`config.mk`:
```
export PLATFORM = sky130hd
export DESIGN_NAME = fifo_rx_credit
export DESIGN_NICKNAME = d
export VERILOG_FILES = /design/src/rtl/fifo_rx_credit.sv
export SDC_FILE = /design/constraint.sdc
export NUM_CORES = 1
export LEC_CHECK = 0
export ABC_AREA = 1
export CAP_MARGIN = 20
export CORE_MARGIN = 2
export CORE_UTILIZATION = 55
export CTS_CLUSTER_SIZE = 25
export DETAILED_ROUTE_END_ITERATION = 16
export PLACE_DENSITY = 0.77
export SYNTH_ARGS = -nofsm -noshare
export SYNTH_HDL_FRONTEND = slang
export SYNTH_SLANG_ARGS = --single-unit
```
`constraint.sdc`:
```
create_clock -name clock -period 6.4 [get_ports clock]
set_input_delay 1.28 -clock clock [delete_from_list [all_inputs] [get_ports clock]]
set_output_delay 1.28 -clock clock [all_outputs]
set_load 0.02 [all_outputs]
```
`src/rtl/fifo_rx_credit.sv`:
```
// fifo_rx_credit: SpaceWire receive buffer with flow-control credit tracking.
// Stores N-Chars from the character decoder and hands them to the consumer.
// It raises fct_req only when room for a further FCT_CHUNK characters is
// guaranteed, and it flags any write that arrives with no credit left.
// Ports:
//   clock, reset (sync, active-low), flush (sync link-reset clear)
//   wr_en/data_in            : write side (decoder)
//   rd_en/data_out/data_valid: read side (registered data, one-cycle valid)
//   f_full/f_empty/almost_full/counter : occupancy status (registered)
//   fct_req/fct_ack/credit   : FCT request handshake and outstanding credit
//   overflow_credit_error    : sticky, a write arrived with credit == 0
module fifo_rx_credit #(
  parameter int unsigned DWIDTH         = 9,
  parameter int unsigned AWIDTH         = 6,
  parameter int unsigned FCT_CHUNK      = 8,
  parameter int unsigned MAX_CREDIT     = 56,
  parameter int unsigned AFULL_LEVEL    = 48,
  parameter int unsigned HANDSHAKE_MODE = 0
) (
  input  logic              clock,
  input  logic              reset,
  input  logic              flush,
  input  logic              wr_en,
  input  logic [DWIDTH-1:0] data_in,
  input  logic              rd_en,
  output logic [DWIDTH-1:0] data_out,
  output logic              data_valid,
  output logic              f_full,
  output logic              f_empty,
  output logic              almost_full,
  output logic [AWIDTH:0]   counter,
  output logic              fct_req,
  input  logic              fct_ack,
  output logic [6:0]        credit,
  output logic              overflow_credit_error
);

  localparam int unsigned DEPTH = 1 << AWIDTH;
  localparam int unsigned CW    = AWIDTH + 1;

  logic [DWIDTH-1:0] mem_q [DEPTH];

  logic [AWIDTH-1:0] wr_ptr_q, wr_ptr_d;
  logic [AWIDTH-1:0] rd_ptr_q, rd_ptr_d;
  logic [CW-1:0]     counter_q, counter_d;
  logic [6:0]        credit_q, credit_d;
  logic              fct_req_q, fct_req_d;
  logic              err_q, err_d;
  logic [DWIDTH-1:0] data_out_q, data_out_d;
  logic              data_valid_q, data_valid_d;
  logic              full_q, full_d;
  logic              empty_q, empty_d;
  logic              afull_q, afull_d;
  logic              wr_prev_q, wr_prev_d;
  logic              rd_prev_q, rd_prev_d;

  logic wr_qual, rd_qual, wr_accept, rd_accept, ack_ok, room_ok;

  // Request qualification: per-assertion (edge) or per-cycle (level)
  always_comb begin
    wr_qual = 1'b0;
    rd_qual = 1'b0;
    if (HANDSHAKE_MODE != 0) begin
      wr_qual = wr_en;
      rd_qual = rd_en;
    end else begin
      wr_qual = wr_en & ~wr_prev_q;
      rd_qual = rd_en & ~rd_prev_q;
    end
  end

  // Full/empty judged on the registered pre-cycle flags
  assign wr_accept = wr_qual & ~full_q & ~flush;
  assign rd_accept = rd_qual & ~empty_q & ~flush;
  assign ack_ok    = fct_ack & fct_req_q;

  // Next-state for pointers, occupancy, credit and read data
  always_comb begin
    wr_ptr_d     = wr_ptr_q;
    rd_ptr_d     = rd_ptr_q;
    counter_d    = counter_q;
    credit_d     = credit_q;
    err_d        = err_q;
    data_out_d   = data_out_q;
    data_valid_d = 1'b0;
    wr_prev_d    = wr_en;
    rd_prev_d    = rd_en;
    if (flush) begin
      wr_ptr_d  = '0;
      rd_ptr_d  = '0;
      counter_d = '0;
      credit_d  = '0;
      err_d     = 1'b0;
      wr_prev_d = 1'b0;
      rd_prev_d = 1'b0;
    end else begin
      if (wr_accept) wr_ptr_d = wr_ptr_q + AWIDTH'(1);
      if (rd_accept) begin
        rd_ptr_d     = rd_ptr_q + AWIDTH'(1);
        data_out_d   = mem_q[rd_ptr_q];
        data_valid_d = 1'b1;
      end
      if (wr_accept && !rd_accept) counter_d = counter_q + CW'(1);
      if (rd_accept && !wr_accept) counter_d = counter_q - CW'(1);
      // A no-credit write is stored if there is room but never drives credit below zero
      if (wr_accept && (credit_q != 7'd0)) credit_d = credit_d - 7'd1;
      if (ack_ok) credit_d = credit_d + 7'(FCT_CHUNK);
      if (wr_qual && (credit_q == 7'd0)) err_d = 1'b1;
    end
  end

  // A new FCT is only offered if both the ECSS limit and free buffer space allow it
  assign room_ok = (32'(credit_d) + 32'(FCT_CHUNK) <= 32'(MAX_CREDIT)) &&
                   (32'(counter_d) + 32'(credit_d) + 32'(FCT_CHUNK) <= 32'(DEPTH));

  // Request holds until acknowledged; after an ack it drops for one cycle
  always_comb begin
    fct_req_d = 1'b0;
    if (!flush) begin
      if (fct_req_q) fct_req_d = ~fct_ack;
      else           fct_req_d = room_ok;
    end
  end

  // Status flags derived from the next occupancy so they track counter exactly
  always_comb begin
    full_d  = (counter_d == CW'(DEPTH));
    empty_d = (counter_d == '0);
    afull_d = (counter_d >= CW'(AFULL_LEVEL));
  end

  // Storage array, intentionally not reset
  always_ff @(posedge clock) begin
    if (reset && wr_accept) mem_q[wr_ptr_q] <= data_in;
  end

  // State registers
  always_ff @(posedge clock) begin
    if (!reset) begin
      wr_ptr_q     <= '0;
      rd_ptr_q     <= '0;
      counter_q    <= '0;
      credit_q     <= '0;
      fct_req_q    <= 1'b0;
      err_q        <= 1'b0;
      data_out_q   <= '0;
      data_valid_q <= 1'b0;
      full_q       <= 1'b0;
      empty_q      <= 1'b1;
      afull_q      <= 1'b0;
      wr_prev_q    <= 1'b0;
      rd_prev_q    <= 1'b0;
    end else begin
      wr_ptr_q     <= wr_ptr_d;
      rd_ptr_q     <= rd_ptr_d;
      counter_q    <= counter_d;
      credit_q     <= credit_d;
      fct_req_q    <= fct_req_d;
      err_q        <= err_d;
      data_out_q   <= data_out_d;
      data_valid_q <= data_valid_d;
      full_q       <= full_d;
      empty_q      <= empty_d;
      afull_q      <= afull_d;
      wr_prev_q    <= wr_prev_d;
      rd_prev_q    <= rd_prev_d;
    end
  end

  assign data_out              = data_out_q;
  assign data_valid            = data_valid_q;
  assign f_full                = full_q;
  assign f_empty               = empty_q;
  assign almost_full           = afull_q;
  assign counter               = counter_q;
  assign fct_req               = fct_req_q;
  assign credit                = credit_q;
  assign overflow_credit_error = err_q;

endmodule

```
* Word level (Yosys, flattened, before mapping)
Memory sizes are Yosys's and may differ from the RTL's. A register that Yosys moved wholly into a read port is not among the register bits. Index checks and enable logic that the tools add are counted.
Word-level totals: memories kept 1, input bits 15, memory bits (writable) 576, logic and storage cells 65, bits in registers 34, output and inout port bits 29
Cells by class: equal/unequal tests 1, reductions and logical operators 14, order comparisons 3, add/subtract/negate cells 9, muxes and demuxes 11, bitwise gates (word level) 14
Memories:
- mem_q | depth 64, width 9, read ports 1, clocked after memory_dff 1, write ports 1, RTL line 41 | logic [DWIDTH-1:0] mem_q [DEPTH];
Operators with widths (number):
- $mux 7 | 7
- $logic_not 7->1 | 2
- $sub 7x1->7 const B | 2
- $add 6x1->6 const B | 2
- $add 8x4->9 const B | 1
- $le 9x7->1 const B | 1
- $add 7x4->8 const B | 1
- $add 7x7->8 | 1
- $le 8x6->1 const B | 1
- $add 7x1->7 const B | 1
- $add 7x4->7 const B | 1
- $and 1x1->1 | 7
- $eq 7x7->1 const B | 1
- $ge 7x6->1 const B | 1
- $not 1->1 | 7
- $reduce_bool 7->1 | 1
- $logic_and 1x1->1 | 6
- $mux 1 | 4
- $logic_not 1->1 | 3
- $reduce_and 2->1 | 1
- $reduce_or 2->1 | 1

* Depth between registers and ports, before layout
depth in word-level cells 15, depth in mapped cells 27, depth with buffers taken out 27

* Least setup slack after synthesis
OpenSTA, ideal clock, no wires.
kind input -> register, start input wr_en, end register fct_req_q (netlist: fct_req), setup time 0.066 ns, path buffers 0, stages on the path 20, data arrival time 4.015 ns, slack 2.319 ns, required time 6.334 ns, cells stage by stage nand3b_4 -> nor2_4 -> nand2_4 -> nand2_2 -> nand2_2 -> ha_1 -> o21ai_0 -> a21oi_1 -> ha_1 -> ha_1 -> inv_1 -> o21ai_0 -> nand2_1 -> nand3_1 -> or2_2 -> a21oi_1 -> nand2_1 -> a21oi_1 -> nand2_1 -> a21oi_2
Between the ends: longest elaborated chain between the ends 14, elaborated cells on any way between the ends 22, classes of those cells add/sub: 4; order compare: 2; mux: 8; bitwise: 3; reduce/logical: 5
RTL lines:
- start: declaration | RTL line 23 | input logic wr_en,
- $and 1x1->1 * | RTL line 67 | wr_qual = wr_en & ~wr_prev_q;
- $and 1x1->1 * (2 in a row) | RTL line 73 | assign wr_accept = wr_qual & ~full_q & ~flush;
- $logic_and 1x1->1 * | RTL line 106 | if (wr_accept && (credit_q != 7'd0)) credit_d = credit_d - 7'd1;
- $mux 7 * | RTL line 106
- $mux 7 * | RTL line 88 | if (flush) begin
- $add 7x4->7 | RTL line 107 | if (ack_ok) credit_d = credit_d + 7'(FCT_CHUNK);
- $mux 7 * | RTL line 107
- $mux 7 * | RTL line 88
- named net credit_d[4] | RTL line 46 | logic [6:0] credit_q, credit_d;
- $add 7x7->8 | RTL line 114 | (32'(counter_d) + 32'(credit_d) + 32'(FCT_CHUNK) <= 32'(DEPTH));
- $add 8x4->9 | RTL line 114
- $le 9x7->1 | RTL line 114
- $logic_and 1x1->1 * | RTL line 113 | assign room_ok = (32'(credit_d) + 32'(FCT_CHUNK) <= 32'(MAX_CREDIT)) &&
- $mux 1 * | RTL line 120 | if (fct_req_q) fct_req_d = ~fct_ack;
- end signal: assignment | RTL line 158 | fct_req_q <= fct_req_d;
- end: declaration | RTL line 47 | logic fct_req_q, fct_req_d;
The timed path passes the listed nets; every way through them passes the cells marked *. The select of a mux whose other input is x is not followed. A chain may end at the register's enable or synchronous reset.

* Final worst setup path
start input reset, end memory mem_q[6][0] (enable)
Between the ends: longest elaborated chain between the ends 3
RTL lines:
- start: declaration | RTL line 21 | input logic reset,
- $logic_and 1x1->1 | RTL line 134 | if (reset && wr_accept) mem_q[wr_ptr_q] <= data_in;
- $mux 1 | RTL line 134
- $mux 1 (not written as such) | RTL line 134
- end: declaration | RTL line 41
Every way passes these cells.

==> results.toml <==
[clocking]
post-cts-setup-buffers = 0
clkTransAtPathRegs_ns = 0.06
cts_sinks = 619
cts_tree = "done"
root_buffer = "clkbuf_16"
cts_made_buffers = 59
post_cts_resized = 0
clk_latency_ns = 0.64
cts_buffer_depth = 3
cts.htree.levels = 2
postCtsHoldBufs = 0

[floorplanning]
io-pin-count = 44
initial_core_util_pct = 55.9
core_area_um2 = 45500
num_rows = 78
die_h_um = 219
dieArea_um2 = 48000
die_x_um = 219

[global_route]
grt_antenna_before_repair = 0
grtUsageMet1_pct = 37.3
grt_use_met3_pct = 4.80
grt_pass1_wl_um = 97800
grt_use_met2_pct = 43.0
track_usage_pct = 27.3
grt_max_degree = 160
grt-ovfl-total = 0
grt_pass1_vias = 16499
busiest_layer = "met2"

[synthesis]
yosys_warnings = 0
ys_seq_elements = 619
syn_inst = 2112
yosysTopAreaCell = "edfxtp_1"
netlist_top_cells_area = "edfxtp_1 (68%), nor2_1 (6.5%), o21ai_0 (6.0%)"
syn_avg_cell_area_um2 = 12.0
yosysSeqAreaShare_pct = 71.4
ys_types = 42
netlist_area_um2 = 25400
yosys.area.top_type_share_pct = 68.0
synth_nets = 2149

[critical_path]
crit_arrival_ns = 5.11
critical_path.top_delay_family = "simple AND/OR/NAND/NOR gates"
crit_path_frequent_cell = "nor2_1"
critPathSlowestCell = "nor2_1"
worst-path-buf-inv = 3
worst_setup_path_start_kind = "input pin"
critPathRequiredTime_ns = 6.65
regToRegSetupSlack_ns = 2.36
crit_fanout = 15
max_stage_delay_ns = 0.89
path_class = "input pin to register"
cp_cell_sequence = "clkdlybuf4s50_1, inv_2, nor2_1, inv_1, nor3_2, nand3_1, nor2_1"
crit_path_end_kind = "register"

[power]
p_int_mw = 6.65
pwr-share-comb_pct = 2.6
power_density_nw_per_um2 = 295
seqPwrFrac_pct = 53.2
swShare_pct = 20.1
p_leak_nw = 9.50
finalPower_mw = 8.33
clkPwrFrac_pct = 44.2
vdd_drop_max_uv = 200
p_switching_mw = 1.68

[route]
drc_errors = 0
via_count = 17309
drt_wl_total_um = 65000
viasPerCell = 6.28
wl_per_cell_um = 23.6
drtPass1Iterations = 6
postRouteAntennaNets = 0
drt_iter0_drc = 2472

[sta]
worstMarginPinSlew_ns = 1.05
setup_viol = 0
final-hold-violation-count = 0
setup_tns_ns = 0
fmax_mhz = 206
period_share_pct = 76.0
finalMaxSlewViolations = 0
relSlewSlack_pct = 29.8
rsz0062_at_grt = "no"
fin_skew_ns = 0.0353
finalCriticalPeriod_ns = 4.86

[worst_hold_path]
min_path_type = "register to register"

[layout]
area_growth_pct = 11.3
multiInputGateArea_um2 = 6430
antennaDiodeCount = 0
nets = 2142
seq_area_um2 = 18200
drive_above_1_share_pct = 7.10
fill_cells = 3426

[run]
drv_cap = 0

[run_status]
status = "finished, final reports clean"

[placement]
dp_hpwl_um = 37600
routabilityCongestion = 0.915
port-buffer-count = 43
## layer usage
layer	wire [um]	share of wire [%]	vias to the layer above
li1	-	-	7691
met1	25000	39	8267
met2	29900	46	1153
met3	6830	11	198
met4	3160	4.9	0
met5	0	0	-
## registers in the layout, summed over array words and instances (netlist names), 6 cells and up
register	flops
mem_q	576
data_out	9
counter	7
credit	7
rd_ptr_q	6
wr_ptr_q	6
## metrics by stage
stage	util, %	std cells	hold slack, ns	worst slack [ns]	cell area [um2]
after floorplan	-	2112	0.508	2.32	25400
after global placement	57.6	2643	0.498	1.27	26200
after detailed placement	57.6	2643	0.487	1.04	26200
after CTS	62.1	2755	0.514	1.69	28300
after global routing	62.2	2756	0.527	1.39	28300
final	62.2	2756	0.511	1.54	28300
## tightest hold or removal path: cells and delay by family (launching register included)
family / cells / cell delay, ns
flops: 1 / 0.34
buf+inv: 1 / 0.08
compound gates: 1 / 0.05
## power groups by stage
stage | clock (mW) | sequential [mW] | combinational, mW
detailed placement | 0 | 4.52 | 0.211
global placement | 0 | 4.52 | 0.208
finish | 3.68 | 4.43 | 0.215
global route | 3.87 | 4.43 | 0.231
floorplan | 0 | 4.52 | 0.0878
CTS | 3.71 | 4.43 | 0.212
## path summary, 6_finish.rpt
check / startpoint / endpoint / depth (start not counted)
worst max-delay path: reset / mem_q[6][0] / 7
worst min-delay path: fct_req / fct_req / 2
worst max register to register: credit[0] / fct_req / 24
worst min register to register: fct_req / fct_req / 2
## cell type report
| class | count | share of cell area [%] |
|---|---|---|
| timing repair buffer | 57 | 1.93 |
| multi-input combinational | 1283 | 22.7 |
| tap | 600 | 2.65 |
| clock inverter | 39 | 1.82 |
| clock buffer | 73 | 5.51 |
| sequential | 619 | 64.2 |
| inverter | 85 | 1.15 |
## cell usage in the layout, fill, tap and decap left out, types with 24 or more instances in the layout
cell type        instances
nand2_1                145
edfxtp_1               576
nand3_1                100
inv_1                   74
o221ai_1                24
o211ai_1                56
o22ai_1                 77
nor2_1                 437
nand4_1                 35
dfxtp_1                 40
o21ai_0                304
clkdlybuf4s50_1         34
clkbuf_16               59
## synthesized netlist by cell type, drive strengths merged
master	number
nor2	445
nand3	105
o221ai	24
and3	1
a21oi	24
o211ai	56
edfxtp	576
nand3b	2
o22ai	77
o21a	1
fa	1
xor2	5
ha	21
nand4	35
a211oi	1
clkbuf	80
nor3	11
a21o	1
buf	45
nor4	2
inv	83
nor3b	1
o21ai	308
a2111oi	1
or2	2
dfxtp	43
nand2	153
a31oi	3
xnor2	3
clkinv	2
## cell families (layout without fill, tap and decap cells)
group           after synthesis  in the layout  share of synthesized area, %
flops                       619            619                          71.4
simple gates                757            757                          12.8
compound gates              496            496                          11.1
buf+inv                     210            254                          3.30
xor+xnor                      8              8                         0.276
fa+ha+maj                    22             22                          1.11
No activity file was read; power rests on OpenSTA's default activity.
